## src/rtl/mips_mem_pkg.sv

```systemverilog
// Shared definitions for the MEM pipeline stage: EX->MEM and MEM->WB field
// layouts, MEM FSM state encoding and data-cache geometry.
package mips_mem_pkg;

    localparam int DATA_W = 16;
    localparam int ADDR_W = 16;
    localparam int DEST_W = 3;
    localparam int OPC_W  = 4;
    localparam int EX_W   = 38;
    localparam int WB_W   = 37;

    // EX->MEM bit positions
    localparam int EX_ALU_MSB    = 37;
    localparam int EX_ALU_LSB    = 22;
    localparam int EX_MWE_BIT    = 21;
    localparam int EX_WDATA_MSB  = 20;
    localparam int EX_WDATA_LSB  = 5;
    localparam int EX_WBEN_BIT   = 4;
    localparam int EX_DEST_MSB   = 3;
    localparam int EX_DEST_LSB   = 1;
    localparam int EX_WBMUX_BIT  = 0;

    // MEM->WB bit positions
    localparam int WB_WBEN_BIT   = 36;
    localparam int WB_DEST_MSB   = 35;
    localparam int WB_DEST_LSB   = 33;
    localparam int WB_WBMUX_BIT  = 32;
    localparam int WB_ALU_MSB    = 31;
    localparam int WB_ALU_LSB    = 16;
    localparam int WB_RDATA_MSB  = 15;
    localparam int WB_RDATA_LSB  = 0;

    // Data-cache geometry: direct mapped, one word per line
    localparam int CACHE_LINES = 16;
    localparam int CACHE_IDX_W = 4;
    localparam int CACHE_TAG_W = ADDR_W - CACHE_IDX_W;

    typedef enum logic [1:0] {
        ST_IDLE    = 2'd0,
        ST_RD_WAIT = 2'd1,
        ST_WR_WAIT = 2'd2,
        ST_DONE    = 2'd3
    } mem_state_t;

    // Member order matches the EX->MEM bit positions above (first = MSB)
    typedef struct packed {
        logic [DATA_W-1:0] alu_result;
        logic              mem_write_en;
        logic [DATA_W-1:0] mem_write_data;
        logic              wb_en;
        logic [DEST_W-1:0] wb_dest;
        logic              wb_mux;
    } ex_mem_t;

    // Member order matches the MEM->WB bit positions above (first = MSB)
    typedef struct packed {
        logic              wb_en;
        logic [DEST_W-1:0] wb_dest;
        logic              wb_mux;
        logic [DATA_W-1:0] alu_result;
        logic [DATA_W-1:0] mem_read_data;
    } mem_wb_t;

    function automatic logic [CACHE_IDX_W-1:0] cache_index(input logic [ADDR_W-1:0] addr);
        return addr[CACHE_IDX_W-1:0];
    endfunction

    function automatic logic [CACHE_TAG_W-1:0] cache_tag(input logic [ADDR_W-1:0] addr);
        return addr[ADDR_W-1:CACHE_IDX_W];
    endfunction

endpackage

```

## src/rtl/mem_dcache.sv

```systemverilog
// Direct-mapped, one-word-per-line data cache for the MEM stage.
// Combinational lookup, single synchronous write port used for both
// load fills and store write-updates; valid bits clear asynchronously.
module mem_dcache
    import mips_mem_pkg::*;
(
    input  logic              clk,
    input  logic              rst,
    input  logic [ADDR_W-1:0] i_rd_addr,
    output logic              o_hit,
    output logic [DATA_W-1:0] o_rd_data,
    input  logic              i_wr_en,
    input  logic [ADDR_W-1:0] i_wr_addr,
    input  logic [DATA_W-1:0] i_wr_data
);

    logic [CACHE_TAG_W-1:0] r_tag  [CACHE_LINES];
    logic [DATA_W-1:0]      r_data [CACHE_LINES];
    logic [CACHE_LINES-1:0] r_valid;

    logic [CACHE_IDX_W-1:0] w_rd_idx;
    logic [CACHE_IDX_W-1:0] w_wr_idx;
    logic [CACHE_LINES-1:0] w_line_we;

    assign w_rd_idx  = cache_index(i_rd_addr);
    assign w_wr_idx  = cache_index(i_wr_addr);
    assign o_hit     = r_valid[w_rd_idx] && (r_tag[w_rd_idx] == cache_tag(i_rd_addr));
    assign o_rd_data = r_data[w_rd_idx];

    // One-hot line write enables
    generate
        for (genvar gi = 0; gi < CACHE_LINES; gi++) begin : g_line_we
            assign w_line_we[gi] = i_wr_en && (w_wr_idx == CACHE_IDX_W'(gi));
        end
    endgenerate

    // Tag/data storage: written on fill or write-update, never reset
    always_ff @(posedge clk) begin
        if (i_wr_en) begin
            r_tag[w_wr_idx]  <= cache_tag(i_wr_addr);
            r_data[w_wr_idx] <= i_wr_data;
        end
    end

    // Valid bits: cleared by reset, set on any write to the line
    always_ff @(posedge clk or posedge rst) begin
        if (rst) begin
            r_valid <= '0;
        end else begin
            r_valid <= r_valid | w_line_we;
        end
    end

endmodule

```

## src/rtl/mem_stage.sv

```systemverilog
// MEM pipeline stage: performs loads/stores over a req/ack off-chip memory
// port, stalls the pipeline while a transaction is outstanding and registers
// the result toward WB. Optional data cache enabled by MEM_STAGE_DCACHE_EN;
// without it every load goes off-chip.
module mem_stage
    import mips_mem_pkg::*;
(
    input  logic              clk,
    input  logic              rst,
    input  logic [EX_W-1:0]   pipeline_reg_in,
    input  logic [OPC_W-1:0]  opc_in,
    output logic [WB_W-1:0]   pipeline_reg_out,
    output logic [OPC_W-1:0]  opc_out,
    output logic              memory_stall,
    output logic [DEST_W-1:0] mem_op_dest,
    output logic [DATA_W-1:0] mem_res,
    output logic              mem_req,
    output logic              mem_we,
    output logic [ADDR_W-1:0] mem_addr,
    output logic [DATA_W-1:0] mem_wdata,
    input  logic              mem_ack,
    input  logic [DATA_W-1:0] mem_rdata
);

    ex_mem_t           w_ex;
    logic              w_is_load;
    logic              w_is_store;
    logic              w_hit;
    logic [DATA_W-1:0] w_cache_rdata;
    logic              w_stall;
    mem_state_t        r_state;
    mem_state_t        w_state_next;
    mem_wb_t           w_wb_next;
    mem_wb_t           r_wb;
    logic [OPC_W-1:0]  r_opc;
    logic              r_mem_req;
    logic              r_mem_we;
    logic [ADDR_W-1:0] r_mem_addr;
    logic [DATA_W-1:0] r_mem_wdata;
    logic [DATA_W-1:0] r_rdata_cap;

    assign w_ex       = ex_mem_t'(pipeline_reg_in);
    assign w_is_store = w_ex.mem_write_en;
    assign w_is_load  = w_ex.wb_mux && !w_ex.mem_write_en;

`ifdef MEM_STAGE_DCACHE_EN
    logic              w_cache_we;
    logic [DATA_W-1:0] w_cache_wdata;

    // Fill on load completion; write-update only when the store hits
    assign w_cache_we    = (r_state == ST_DONE) && (w_is_load || (w_is_store && w_hit));
    assign w_cache_wdata = w_is_load ? r_rdata_cap : w_ex.mem_write_data;

    mem_dcache u_dcache (
        .clk       (clk),
        .rst       (rst),
        .i_rd_addr (w_ex.alu_result),
        .o_hit     (w_hit),
        .o_rd_data (w_cache_rdata),
        .i_wr_en   (w_cache_we),
        .i_wr_addr (w_ex.alu_result),
        .i_wr_data (w_cache_wdata)
    );
`else
    assign w_hit         = 1'b0;
    assign w_cache_rdata = '0;
`endif

    // FSM state register
    always_ff @(posedge clk or posedge rst) begin
        if (rst) begin
            r_state <= ST_IDLE;
        end else begin
            r_state <= w_state_next;
        end
    end

    // FSM next state and combinational stall
    always_comb begin
        w_state_next = r_state;
        w_stall      = 1'b0;
        case (r_state)
            ST_IDLE: begin
                if (w_is_store) begin
                    w_state_next = ST_WR_WAIT;
                    w_stall      = 1'b1;
                end else if (w_is_load && !w_hit) begin
                    w_state_next = ST_RD_WAIT;
                    w_stall      = 1'b1;
                end
            end
            ST_RD_WAIT, ST_WR_WAIT: begin
                w_stall = 1'b1;
                if (mem_ack) begin
                    w_state_next = ST_DONE;
                end
            end
            ST_DONE: begin
                w_state_next = ST_IDLE;
            end
            default: begin
                w_state_next = ST_IDLE;
            end
        endcase
    end

    // Off-chip request: launched when leaving IDLE, dropped on ack
    always_ff @(posedge clk or posedge rst) begin
        if (rst) begin
            r_mem_req   <= 1'b0;
            r_mem_we    <= 1'b0;
            r_mem_addr  <= '0;
            r_mem_wdata <= '0;
        end else if (r_state == ST_IDLE && w_state_next != ST_IDLE) begin
            r_mem_req   <= 1'b1;
            r_mem_we    <= (w_state_next == ST_WR_WAIT);
            r_mem_addr  <= w_ex.alu_result;
            r_mem_wdata <= w_ex.mem_write_data;
        end else if ((r_state == ST_RD_WAIT || r_state == ST_WR_WAIT) && mem_ack) begin
            r_mem_req <= 1'b0;
            r_mem_we  <= 1'b0;
        end
    end

    // Capture read data returned with the ack of a read
    always_ff @(posedge clk or posedge rst) begin
        if (rst) begin
            r_rdata_cap <= '0;
        end else if (r_state == ST_RD_WAIT && mem_ack) begin
            r_rdata_cap <= mem_rdata;
        end
    end

    // Build the WB word: captured data after a miss, cache data on a hit
    always_comb begin
        w_wb_next               = '0;
        w_wb_next.wb_en         = w_ex.wb_en;
        w_wb_next.wb_dest       = w_ex.wb_dest;
        w_wb_next.wb_mux        = w_ex.wb_mux;
        w_wb_next.alu_result    = w_ex.alu_result;
        if (w_is_load) begin
            w_wb_next.mem_read_data = (r_state == ST_DONE) ? r_rdata_cap : w_cache_rdata;
        end
    end

    // MEM->WB register, frozen while the stage stalls
    always_ff @(posedge clk or posedge rst) begin
        if (rst) begin
            r_wb  <= '0;
            r_opc <= '0;
        end else if (!w_stall) begin
            r_wb  <= w_wb_next;
            r_opc <= opc_in;
        end
    end

    assign memory_stall     = w_stall;
    assign pipeline_reg_out = r_wb;
    assign opc_out          = r_opc;
    assign mem_op_dest      = w_ex.wb_dest;
    assign mem_res          = w_ex.alu_result;
    assign mem_req          = r_mem_req;
    assign mem_we           = r_mem_we;
    assign mem_addr         = r_mem_addr;
    assign mem_wdata        = r_mem_wdata;

endmodule

```

## config.mk

```make
export PLATFORM = sky130hd
export DESIGN_NAME = mem_stage
export DESIGN_NICKNAME = d
export VERILOG_FILES = /design/src/rtl/mips_mem_pkg.sv /design/src/rtl/mem_dcache.sv /design/src/rtl/mem_stage.sv
export SDC_FILE = /design/constraint.sdc
export NUM_CORES = 1
export LEC_CHECK = 0
export CAP_MARGIN = 0
export CORE_UTILIZATION = 46
export CTS_CLUSTER_DIAMETER = 30
export CTS_CLUSTER_SIZE = 12
export DETAILED_ROUTE_END_ITERATION = 10
export GPL_ROUTABILITY_DRIVEN = 0
export PLACE_DENSITY = 0.9
export SYNTH_ARGS = -nofsm -noshare
export SYNTH_HDL_FRONTEND = slang
export SYNTH_SLANG_ARGS = --single-unit
```

## constraint.sdc

```tcl
create_clock -name clk -period 7.17 [get_ports clk]
set_clock_uncertainty 0.15 [all_clocks]
set_input_delay 0.717 -clock clk [delete_from_list [all_inputs] [get_ports clk]]
set_output_delay 0.717 -clock clk [all_outputs]
set_load 0.02 [all_outputs]
```

Word level (Yosys, flattened, before mapping)
Cells that the tools add are included.

word-level totals
  register bits = 93
  bits of input ports = 61
  output and inout port bits = 95
  logic and storage cells = 38

cells by class
  equality and inequality tests = 4
  multiplexer cells = 12
  reductions and logical operators = 10

operators with widths
  cell                                                                    count
  16-bit two-way mux                                                      2
  2-bit equality test (second input constant)                             3
  2-bit two-way mux                                                       3
  2-bit case mux with 3 select lines                                      1
  1-bit two-way mux                                                       5
  1-bit logical AND                                                       4
  2-bit nonzero test                                                      2
  2-bit by 1-bit equality test with 1-bit output (second input constant)  1
  2-bit logical NOT                                                       1
  1-bit case mux with 2 select lines                                      1
  2-bit OR reduction                                                      1
  1-bit logical NOT                                                       1
  1-bit logical OR                                                        1

Longest topological paths before layout
  word-level depth = 8
  depth in mapped cells = 7
  depth with buffers taken out = 5

Worst setup path after synthesis
No wires, ideal clock.

  kind = reg2out
  from = reg r_state[0]
  to = out memory_stall
  arrival = 1.415 ns
  path slack = 4.888 ns
  cell stages (with the launch flop) = 6
  path buffers = 1
  path through = dfrtp_1 > inv_1 > ha_1 > nor3_1 > nor3_4 > buf_4

on the way
  longest elaborated chain between the ends = 3
  elaborated cells on any way between the ends = 5

RTL lines
  item                                                                                          RTL line         source
  start: declaration                                                                            mem_stage.sv:31  mem_state_t r_state;
  start signal: assignment                                                                      mem_stage.sv:74  r_state <= w_state_next;
  2-bit by 1-bit equality test with 1-bit output / 2-bit equality test (equally long branches)  mem_stage.sv:82  case (r_state)
  2-bit OR reduction                                                                            mem_stage.sv:82
  1-bit case mux with 2 select lines *                                                          mem_stage.sv:82
  end: declaration                                                                              mem_stage.sv:14  output logic memory_stall,

Every way passes the cells marked *; elsewhere a longest branch is shown, timed or not.

Worst setup path in the final report
  from = in pipeline_reg_in[0]
  to = out memory_stall

on the way
  longest elaborated chain between the ends = 4

RTL lines
  item                                RTL line         source
  start: declaration                  mem_stage.sv:10  input logic [EX_W-1:0] pipeline_reg_in,
  1-bit logical AND                   mem_stage.sv:44  assign w_is_load = w_ex.wb_mux && !w_ex.mem_write_en;
  1-bit two-way mux                   mem_stage.sv:87  end else if (w_is_load && !w_hit) begin
  1-bit two-way mux                   mem_stage.sv:84  if (w_is_store) begin
  1-bit case mux with 2 select lines  mem_stage.sv:82

Every way passes these cells.

==> results.yml <==
outcome:
  run_status: "finished clean"
place:
  dpl_cell_area_mm2: 0.00534
  number_of_i_o_port_buffers: 155
  post-dp-hpwl_um: 5650
  placement.setup.worst_slack_ps: 3980
global_routing:
  grt_start_max_net_pins: 48
  grt_antenna_before_repair: 0
  first_global_vias: 2607
  wire_length_of_the_first_global_routing_pass_um: 12400
  grt-ovfl-total: 0
  grt_usage: 0.186
timing:
  worst_slew_margin_rel: 0.469
  max_slew.worst_pin.slew_ps: 795
  period_share: 0.443
  totalNegativeSetupSlack_ps: 0
  period_minus_slack_ps: 3170
  maxClockFrequency_mhz: 315
  unrepaired_setup_endpoints_after_global_routing: "no"
  setup_ws_ps: 4000
  setup_viol: 0
  report.final.hold_viol_count: 0
  drv_slew: 0
detailed_routing:
  detail_route.vias_per_cell: 4.82
  residual_drc_count: 0
  average_wire_per_standard_cell_um: 14.9
  routed_wirelength_um: 7770
  antenna_violating_nets_post_route: 0
  drt-initial-drc-count: 50
  drtPass1Iterations: 5
  via_count: 2513
cells_and_area:
  post_route_cells_drive_above_1_share: 0.173
  final_core_utilization: 0.682
  fillers: 585
  num-nets-final: 476
  synthToLayoutAreaGrowth_pct: 44.5
  finalInstanceArea_mm2: 0.00557
  insertedDiodeCount: 0
yosys:
  syn-cell-area_mm2: 0.00386
  synth_enable_flop_cells: 0
  netlist-cell-type-count: 20
  syn-num-nets: 337
  synth_top_cell_area_share: 0.603
  yosys_warnings: 0
  yosysMostFrequentCell: "dfrtp_1"
  synthesized_flop_and_latch_total: 93
  async_flop_share: 1.00
  post_synth_inst_count: 272
  synth_largest_area_cell: "dfrtp_1"
  synth_common_cells: "93 x dfrtp_1, 50 x mux2_2, 23 x buf_4, 23 x mux2_1"
  yosysSeqAreaShare: 0.603
  postSynthAreaPerCell_um2: 14.2
  synthFlopType: "dfrtp_1"
  synth_area_leaders: "dfrtp_1 60%, mux2_2 15%, mux2_1 6.7%"
floorplan:
  core_region_area_mm2: 0.00818
  number_of_core_rows: 33
  design.die.area_mm2: 0.00876
  die_y_um: 93.6
  die_w_um: 93.6
  start_util: 0.472
  floorplan.io_pins: 156
worst_setup_path:
  worst-path-max-fanout: 6
  crit_path_start_kind: "input pin"
  worst_ep_arrival_time_ps: 2310
  timing.critical_path.to_type: "primary output"
  crit_path_max_incr_delay_ps: 650
  worst_path_most_repeated_cell: "clkdlybuf4s50_1"
  cp_cell_sequence: "clkdlybuf4s50_1 > nor3_1 > nor3_4 > clkdlybuf4s50_1"
  cp.required_ps: 6300
  timing.critical_path.slowest_stage_cell: "clkdlybuf4s50_1"
  critical_path_class: "in2out"
clock_network:
  clock-sinks: 93
  h-tree-depth: 3
  cts_made_buffers: 9
  cts-hold-fix-buffers: 0
  post_cts_buffers: 0
  cts_max_path_buffers: 2
  cts_root_buffer: "clkbuf_8"
  postCtsResizedCells: 0
  cts_tree: "built"
  clk_pin_slew_worst_paths_ps: 80
  worstSkewPairLatency_ps: 340
power_and_ir_drop:
  power_density_mw_per_mm2: 469
  power_leakage_nw: 2.37
  ir_drop_mv: 0.278
  power.total_mw: 2.61
hold_path:
  hold_path_class: "reg2reg"
flow_run:
  maxCapViolations: 0
## cell usage in the layout, fill, tap and decap left out, types with 2 or more instances in the layout
cell             netlist  routed
clkbuf_8               0      11
clkdlybuf4s50_1        0     155
o21ai_0                2       2
bufinv_16              0       2
buf_4                 23       3
ha_1                   4       4
mux2_1                23      23
clkinv_4               0       2
mux2_2                50      50
mux2i_1               17      17
clkinv_2               0       2
dfrtp_1               93      93
nand2_1               21      21
inv_1                 21      20
a21oi_1                4       4
## area by class of cell
class | instances | area [um2] | area share
clock buffer | 11 | 151 | 0.0272
clock inverter | 5 | 82.6 | 0.0148
inverter | 21 | 80.1 | 0.0144
multi-input combinational | 128 | 1230 | 0.220
sequential | 93 | 2330 | 0.418
tap | 105 | 131 | 0.0236
timing repair buffer | 158 | 1570 | 0.282
## worst max-delay path: cells and delay by family
family | cells | cell delay, ps
simple gates | 2 | 320
buf+inv | 2 | 1260
## where the power goes
| group | leakage [nW] | internal, mW | switching [mW] |
|---|---|---|---|
| clock | 0.120 | 0.216 | 0.175 |
| sequential | 1.13 | 0.768 | 0.126 |
| combinational | 1.13 | 0.694 | 0.636 |
## metrics by stage
step | std cells | hold WS [ps]
2_1_floorplan | 272 | 329
3_3_place_gp | 505 | 316
3_5_place_dp | 505 | 330
4_1_cts | 521 | 350
5_1_grt | 521 | 363
6_report | 521 | 346
## metal layers
layer  GRT usage  routed length, um
met1       0.220               3140
met4      0.0641                 56
met5           0                  0
met3      0.0382                429
met2       0.334               4140
## state kept, by name, indices dropped and copies added (netlist names)
register	count
mem_wdata	16
pipeline_reg_out	37
mem_we	1
opc_out	4
mem_req	1
r_rdata_cap	16
mem_addr	16
r_state	2
## kinds of logic (layout without fill, tap and decap cells)
family	count (synthesis)	after routing	share of synthesized area
simple gates	26	26	0.0308
compound gates	8	8	0.0172
mux	90	90	0.257
fa+ha+maj	4	4	0.0130
flops	93	93	0.603
buf+inv	51	195	0.0788
## path summary, 6_finish.rpt
kind / startpoint / endpoint / slack [ps] / cells past startpoint
hold reg to reg: pipeline_reg_out[20] / pipeline_reg_out[20] / 350 / 1
setup reg to reg: r_state[0] / opc_out[1] / 4720 / 6
max in group asynchronous: rst / pipeline_reg_out[21] / 5120 / 3
hold / removal: pipeline_reg_out[20] / pipeline_reg_out[20] / 350 / 1
min in group asynchronous: rst / mem_wdata[11] / 680 / 2
setup / recovery: pipeline_reg_in[0] / memory_stall / 4000 / 4
Power figures use the tool's default switching activity.
